<file path="config.mk">
export PLATFORM = sky130hd
export DESIGN_NAME = bus_load_regs
export DESIGN_NICKNAME = d
export VERILOG_FILES = /design/src/rtl/bus_load_regs_pkg.sv /design/src/rtl/bus_load_regs_mdr_read_ctrl.sv /design/src/rtl/bus_load_regs.sv
export SDC_FILE = /design/constraint.sdc
export NUM_CORES = 1
export LEC_CHECK = 0
export ABC_AREA = 1
export ABC_CLOCK_PERIOD_IN_PS = 20100
export BUFFER_PORTS_ARGS = -buffer_cell sky130_fd_sc_hd__buf_2
export CAP_MARGIN = 20
export CORE_AREA = 2 2 321 323
export CTS_BUF_LIST = sky130_fd_sc_hd__clkbuf_4 sky130_fd_sc_hd__clkbuf_8
export DETAILED_ROUTE_END_ITERATION = 8
export DIE_AREA = 0 0 323 325
export HOLD_SLACK_MARGIN = 0.05
export PLACE_DENSITY = 0.47
export SYNTH_ARGS = -nofsm -noshare
export SYNTH_HDL_FRONTEND = slang
export SYNTH_SLANG_ARGS = --single-unit
export TNS_END_PERCENT = 1
</file>
<file path="constraint.sdc">
create_clock -name clock -period 20.1 [get_ports clock]
set_input_delay 4.02 -clock clock [delete_from_list [all_inputs] [get_ports clock]]
set_output_delay 4.02 -clock clock [all_outputs]
set_load 0.02 [all_outputs]
</file>
<file path="src/rtl/bus_load_regs_pkg.sv">
`default_nettype none
// ============================================================================
// Module  : bus_load_regs_pkg
// Brief   : Shared sizes, MDR read-controller state encoding and helpers.
// Revision: 1.0 - initial release
// ============================================================================
package bus_load_regs_pkg;

  localparam int NUM_REGS    = 16;
  localparam int DATA_W      = 32;
  localparam int NUM_ENABLES = NUM_REGS + 7;
  localparam int TMO_W       = 8;
  localparam logic [TMO_W-1:0] TIMEOUT_LIMIT = 8'd255;

  typedef enum logic [1:0] {
    MDR_IDLE = 2'd0,
    MDR_WAIT = 2'd1,
    MDR_DONE = 2'd2
  } mdr_state_e;

  // True when two or more load enables are active together.
  function automatic logic multi_hot(input logic [NUM_ENABLES-1:0] en);
    int unsigned n;
    n = 0;
    for (int i = 0; i < NUM_ENABLES; i++) begin
      if (en[i]) n++;
    end
    return (n >= 2);
  endfunction

endpackage
`default_nettype wire

</file>
<file path="src/rtl/bus_load_regs_mdr_read_ctrl.sv">
`default_nettype none
// ============================================================================
// Module  : mdr_read_ctrl
// Brief   : MDR register with memory-read FSM and timeout counter.
// Revision: 1.0 - initial release
// ============================================================================
module mdr_read_ctrl
  import bus_load_regs_pkg::*;
(
  input  logic              clock,
  input  logic              clear,
  input  logic              i_read,
  input  logic              i_mem_ready,
  input  logic              i_mdr_in,
  input  logic [DATA_W-1:0] i_mdatain,
  input  logic [DATA_W-1:0] i_bus,
  output logic [DATA_W-1:0] o_mdr,
  output logic              o_busy,
  output logic              o_err_timeout,
  output logic              o_mdr_in_reject
);

  mdr_state_e        state_q, state_d;
  logic [TMO_W-1:0]  cnt_q, cnt_d;
  logic [DATA_W-1:0] mdr_q, mdr_d;
  logic              err_q, err_d;

  always_comb begin
    state_d         = state_q;
    cnt_d           = cnt_q;
    mdr_d           = mdr_q;
    err_d           = err_q;
    o_mdr_in_reject = 1'b0;
    case (state_q)
      MDR_IDLE: begin
        if (i_read) begin
          state_d         = MDR_WAIT;
          cnt_d           = '0;
          o_mdr_in_reject = i_mdr_in;
        end else if (i_mdr_in) begin
          mdr_d = i_bus;
        end
      end
      MDR_WAIT: begin
        o_mdr_in_reject = i_mdr_in;
        if (i_mem_ready) begin
          mdr_d   = i_mdatain;
          state_d = MDR_DONE;
        end else if (cnt_q == TIMEOUT_LIMIT) begin
          err_d   = 1'b1;
          state_d = MDR_IDLE;
        end else begin
          cnt_d = cnt_q + 8'd1;
        end
      end
      MDR_DONE: begin
        o_mdr_in_reject = i_mdr_in;
        state_d         = MDR_IDLE;
      end
      default: state_d = MDR_IDLE;
    endcase
  end

  always_ff @(posedge clock) begin
    if (clear) begin
      state_q <= MDR_IDLE;
      cnt_q   <= '0;
      mdr_q   <= '0;
      err_q   <= 1'b0;
    end else begin
      state_q <= state_d;
      cnt_q   <= cnt_d;
      mdr_q   <= mdr_d;
      err_q   <= err_d;
    end
  end

  assign o_mdr         = mdr_q;
  assign o_busy        = (state_q != MDR_IDLE);
  assign o_err_timeout = err_q;

endmodule
`default_nettype wire

</file>
<file path="src/rtl/bus_load_regs.sv">
`default_nettype none
// ============================================================================
// Module  : bus_load_regs
// Brief   : Bus-loaded general and special registers with MDR memory read.
// Revision: 1.0 - initial release
// ============================================================================
module bus_load_regs
  import bus_load_regs_pkg::*;
(
  input  logic                       clock,
  input  logic                       clear,
  input  logic [DATA_W-1:0]          BusMuxOut,
  input  logic [NUM_REGS-1:0]        Rin,
  input  logic                       HIin,
  input  logic                       LOin,
  input  logic                       Yin,
  input  logic                       PCin,
  input  logic                       MARin,
  input  logic                       MDRin,
  input  logic                       IRin,
  input  logic                       IncPC,
  input  logic                       Read,
  input  logic [DATA_W-1:0]          Mdatain,
  input  logic                       mem_ready,
  output logic [NUM_REGS*DATA_W-1:0] Rq,
  output logic [DATA_W-1:0]          HIq,
  output logic [DATA_W-1:0]          LOq,
  output logic [DATA_W-1:0]          Yq,
  output logic [DATA_W-1:0]          PCq,
  output logic [DATA_W-1:0]          MARq,
  output logic [DATA_W-1:0]          MDRq,
  output logic [DATA_W-1:0]          IRq,
  output logic                       mdr_busy,
  output logic                       err_multi_load,
  output logic                       err_mem_timeout
);

  logic [NUM_REGS*DATA_W-1:0] rq_q, rq_d;
  logic [DATA_W-1:0]          hi_q, hi_d, lo_q, lo_d, y_q, y_d;
  logic [DATA_W-1:0]          pc_q, pc_d, mar_q, mar_d, ir_q, ir_d;
  logic                       err_multi_q, err_multi_d;
  logic                       w_mdr_in_reject;

  always_comb begin
    rq_d = rq_q;
    for (int n = 0; n < NUM_REGS; n++) begin
      if (Rin[n]) rq_d[n*DATA_W +: DATA_W] = BusMuxOut;
    end
    hi_d  = HIin  ? BusMuxOut : hi_q;
    lo_d  = LOin  ? BusMuxOut : lo_q;
    y_d   = Yin   ? BusMuxOut : y_q;
    mar_d = MARin ? BusMuxOut : mar_q;
    ir_d  = IRin  ? BusMuxOut : ir_q;
    // A bus load of PC takes priority over the increment.
    if (PCin)       pc_d = BusMuxOut;
    else if (IncPC) pc_d = pc_q + 32'd1;
    else            pc_d = pc_q;
    err_multi_d = err_multi_q
                | multi_hot({Rin, HIin, LOin, Yin, PCin, MARin, MDRin, IRin})
                | (PCin & IncPC)
                | w_mdr_in_reject;
  end

  always_ff @(posedge clock) begin
    if (clear) begin
      rq_q        <= '0;
      hi_q        <= '0;
      lo_q        <= '0;
      y_q         <= '0;
      pc_q        <= '0;
      mar_q       <= '0;
      ir_q        <= '0;
      err_multi_q <= 1'b0;
    end else begin
      rq_q        <= rq_d;
      hi_q        <= hi_d;
      lo_q        <= lo_d;
      y_q         <= y_d;
      pc_q        <= pc_d;
      mar_q       <= mar_d;
      ir_q        <= ir_d;
      err_multi_q <= err_multi_d;
    end
  end

  mdr_read_ctrl u_mdr (
    .clock           (clock),
    .clear           (clear),
    .i_read          (Read),
    .i_mem_ready     (mem_ready),
    .i_mdr_in        (MDRin),
    .i_mdatain       (Mdatain),
    .i_bus           (BusMuxOut),
    .o_mdr           (MDRq),
    .o_busy          (mdr_busy),
    .o_err_timeout   (err_mem_timeout),
    .o_mdr_in_reject (w_mdr_in_reject)
  );

  assign Rq             = rq_q;
  assign HIq            = hi_q;
  assign LOq            = lo_q;
  assign Yq             = y_q;
  assign PCq            = pc_q;
  assign MARq           = mar_q;
  assign IRq            = ir_q;
  assign err_multi_load = err_multi_q;

endmodule
`default_nettype wire

</file>
==> results.py <==
metrics = {
    "finish": {
        "synthToLayoutAreaGrowth_pct": 27.9,
        "nNetsFinal": 4387,
        "layout_commonest_cell": "buf_2",
        "layout.cells.most_common_list": "830 x buf_2, 748 x dfxtp_1, 723 x o21ai_0",
        "drive_above_1_share_pct": 30.0,
    },
    "grt": {
        "wire_length_of_the_first_global_routing_pass_mm": 186,
        "grt_start_max_net_pins": 182,
        "initial_antenna_violation_count": 18,
        "number_of_global_route_vias_before_repair": 26300,
        "global_route.usage.total_pct": 24.1,
        "grt-ovfl-total": 0,
    },
    "worst_setup_path": {
        "crit_arrival_ns": 16.16,
        "ff2ff_setup_slack_ns": 16.77,
        "crit_path_start_kind": "input port",
        "worstPathMaxFanout": 67,
        "slowest_delay_ns": 0.49,
        "worst_reg2reg_path_endpoint": "u_mdr.cnt_q[7]$_SDFFE_PP0P_",
        "worstSetupPathType": "in -> reg",
        "worst_path_max_delay_cell": "buf_4",
        "rr_startpoint": "u_mdr.state_q[0]$_SDFFE_PP0P_",
        "worst_ep_required_time_ns": 20.77,
        "reg2regPathDepth": 10,
        "worst_setup_path_end_kind": "flop",
        "path_common_cell": "nand2_1",
    },
    "route": {
        "via_per_inst": 4.83,
        "drc_errors": 0,
        "route.detailed.wl_per_inst_um": 22.8,
        "drtAntennaViolNets": 0,
        "drtIter0Drc": 1883,
        "drt-pass1-iter-count": 5,
        "total_wire_length_mm": 131,
        "route.vias.total": 27700,
    },
    "clock_network": {
        "cts_tree": "built",
        "cts-root-to-sink-buffers": 3,
        "insertion_delay_ns": 0.83,
        "post_cts.resized_instances": 0,
        "cts_hold_buf": 0,
        "clock_pin_slew_worst_setup_and_hold_paths_ns": 0.06,
        "cts_made_buffers": 135,
        "cts_root_buf": "clkbuf_8",
        "cts.htree.levels": 4,
        "clock-sinks": 748,
        "post_cts_buffers": 0,
    },
    "synth": {
        "synth_seq_area_share_pct": 52.0,
        "syn-cell-area_um2": 28800,
        "number_of_register_bits_inferred_by_synthesis": 748,
        "instance_count_of_the_mapped_netlist": 3554,
        "syn-num-nets": 3674,
        "synth.top_cell.area_share_pct": 52.0,
        "synth-warning-count": 0,
        "synthesis.area_per_instance_um2": 8.10,
        "synthDominantAreaCellType": "dfxtp_1",
        "post_synth_main_area_contributors": "dfxtp_1 52%, o21ai_0 13%, a21oi_1 12%",
        "yosys.cell_types.count": 40,
    },
    "sta": {
        "fin_hold_ws_ns": 0.476,
        "setup-violations-final": 0,
        "finalMaxSlewViolations": 0,
        "grt_setup_unrepaired": "false",
        "totalNegativeSetupSlack_ns": 0,
        "final-hold-violation-count": 0,
        "finalWorstSetupSlack_ns": 4.60,
        "finClkSkew_ns": 0.0399,
        "timing.slew.headroom_pct": 27.2,
        "worstMarginPinSlew_ns": 1.09,
        "layout_min_cycle_time_ns": 15.50,
        "fmax_mhz": 64.5,
        "fin_crit_sh_pct": 77.1,
    },
    "floorplanning": {
        "die_w_um": 323,
        "core_area_um2": 101000,
        "start_util_pct": 28.4,
        "std_cell_rows": 117,
        "boundaryPins": 831,
        "floorplan.die_area_um2": 105000,
        "die_height_um": 325,
    },
    "flow_run": {
        "maxCapViolCount": 0,
    },
    "place": {
        "port_buffers": 830,
        "place_congestion": 0.865,
        "place_ws_ns": 3.88,
        "place.detailed.hpwl_mm": 89.0,
    },
    "hold_path": {
        "hold_class": "reg -> reg",
        "hold_depth": 1,
        "min-delay-start": "u_mdr.o_err_timeout$_SDFFE_PP0P_",
        "hold_path_end": "u_mdr.o_err_timeout$_SDFFE_PP0P_",
    },
    "power": {
        "peak_ir_drop_on_the_vdd_network_mv": 0.0484,
        "power_density_nw_per_um2": 108,
        "p_leak_nw": 16.8,
    },
    "outcome": {
        "outcome": "completed",
    },
}
-- where the power goes --
| group | internal, mW | total [mW] | switching, mW | leakage (nW) |
|---|---|---|---|---|
| sequential | 1.59 | 1.64 | 0.0517 | 6.22 |
| clock | 0.846 | 1.52 | 0.670 | 1.48 |
| combinational | 0.228 | 0.812 | 0.585 | 9.09 |
| total | 2.66 | 3.97 | 1.31 | 16.8 |
-- critical path: cells and delay by family --
family,cells,cell delay (ns)
compound gates,5,1.04
fa+ha+maj,20,6.16
buf+inv,6,0.90
simple gates,43,4.06
-- synthesized netlist by cell type --
master	instances
dfxtp_1	748
o21ai_0	723
a21oi_1	695
nand2_1	376
clkbuf_1	309
inv_1	164
nand3_1	101
nor2_1	75
nand2_2	67
a31oi_1	55
nand3_2	40
ha_1	28
nor2_2	23
nor3_1	21
inv_2	20
nand4_1	15
nand3b_1	14
xor2_1	14
or2_2	13
nand2_4	9
xnor2_1	7
o21ai_1	5
nand3_4	4
buf_2	3
nand3b_2	3
nor4_1	3
a211oi_1	2
buf_6	2
nor2_4	2
o21a_1	2
o22ai_1	2
a2111oi_0	1
a21boi_1	1
buf_1	1
clkinv_1	1
nand3b_4	1
o21bai_1	1
o221ai_1	1
or3_1	1
or4_1	1
-- how the worst max path moves through the flow --
stage / from / end / slack, ns / cells past startpoint
6_report: IRin / err_multi_load$_SDFF_PP0_ / 4.60 / 74
3_3_place_gp: IRin / err_multi_load$_SDFF_PP0_ / 3.98 / 74
5_1_grt: IRin / err_multi_load$_SDFF_PP0_ / 3.36 / 73
4_1_cts: IRin / err_multi_load$_SDFF_PP0_ / 4.72 / 73
3_5_place_dp: IRin / err_multi_load$_SDFF_PP0_ / 3.88 / 74
2_1_floorplan: IRin / err_multi_load$_SDFF_PP0_ / 5.17 / 74
-- final cells by class --
cell class | count | area, µm²
Fill cell | 10800 | 64500
Sequential cell | 748 | 15000
Clock inverter | 21 | 226
Tap cell | 1368 | 1710
Multi-Input combinational cell | 2306 | 11900
Antenna cell | 7 | 17.5
Timing Repair Buffer | 891 | 4650
Clock buffer | 210 | 2590
Inverter | 185 | 702
-- flip-flops by register name, indices dropped and copies added (netlist names) --
| signal | cells |
|---|---|
| u_mdr.state_q | 2 |
| u_mdr.o_err_timeout | 1 |
| Yq | 32 |
| PCq | 32 |
| u_mdr.cnt_q | 8 |
| err_multi_load | 1 |
| MARq | 32 |
| Rq | 512 |
| HIq | 32 |
| LOq | 32 |
| u_mdr.o_mdr | 32 |
| IRq | 32 |
-- through the flow --
step,instances,total power [mW],utilization (%),area (µm²)
4_1_cts,5728,4.01,36.3,36700
6_report,5736,3.97,36.3,36800
5_1_grt,5735,4.17,36.3,36800
3_5_place_dp,5497,2.49,33.5,33900
2_1_floorplan,3554,2.20,-,28800
3_3_place_gp,5496,2.48,33.5,33900
-- logic make-up (layout without fill, tap and decap cells) --
group | Yosys count | after routing | share of synthesized area (%)
flops | 748 | 748 | 52.0
buf+inv | 500 | 1307 | 6.59
fa+ha+maj | 28 | 28 | 1.22
compound gates | 1488 | 1488 | 26.2
xor+xnor | 21 | 21 | 0.639
simple gates | 769 | 769 | 13.3
other cells | 0 | 7 | 0
-- metal layers --
layer	vias to the layer above	wire, µm	track usage (%)	part of all wire [%]
met5	-	93	0	0.071
met4	14	5050	9.77	3.9
met2	859	63200	40.9	48
li1	13600	-	-	-
met1	13000	51900	28.2	40
met3	225	10800	7.31	8.2
Power figures use the tool's default switching activity.
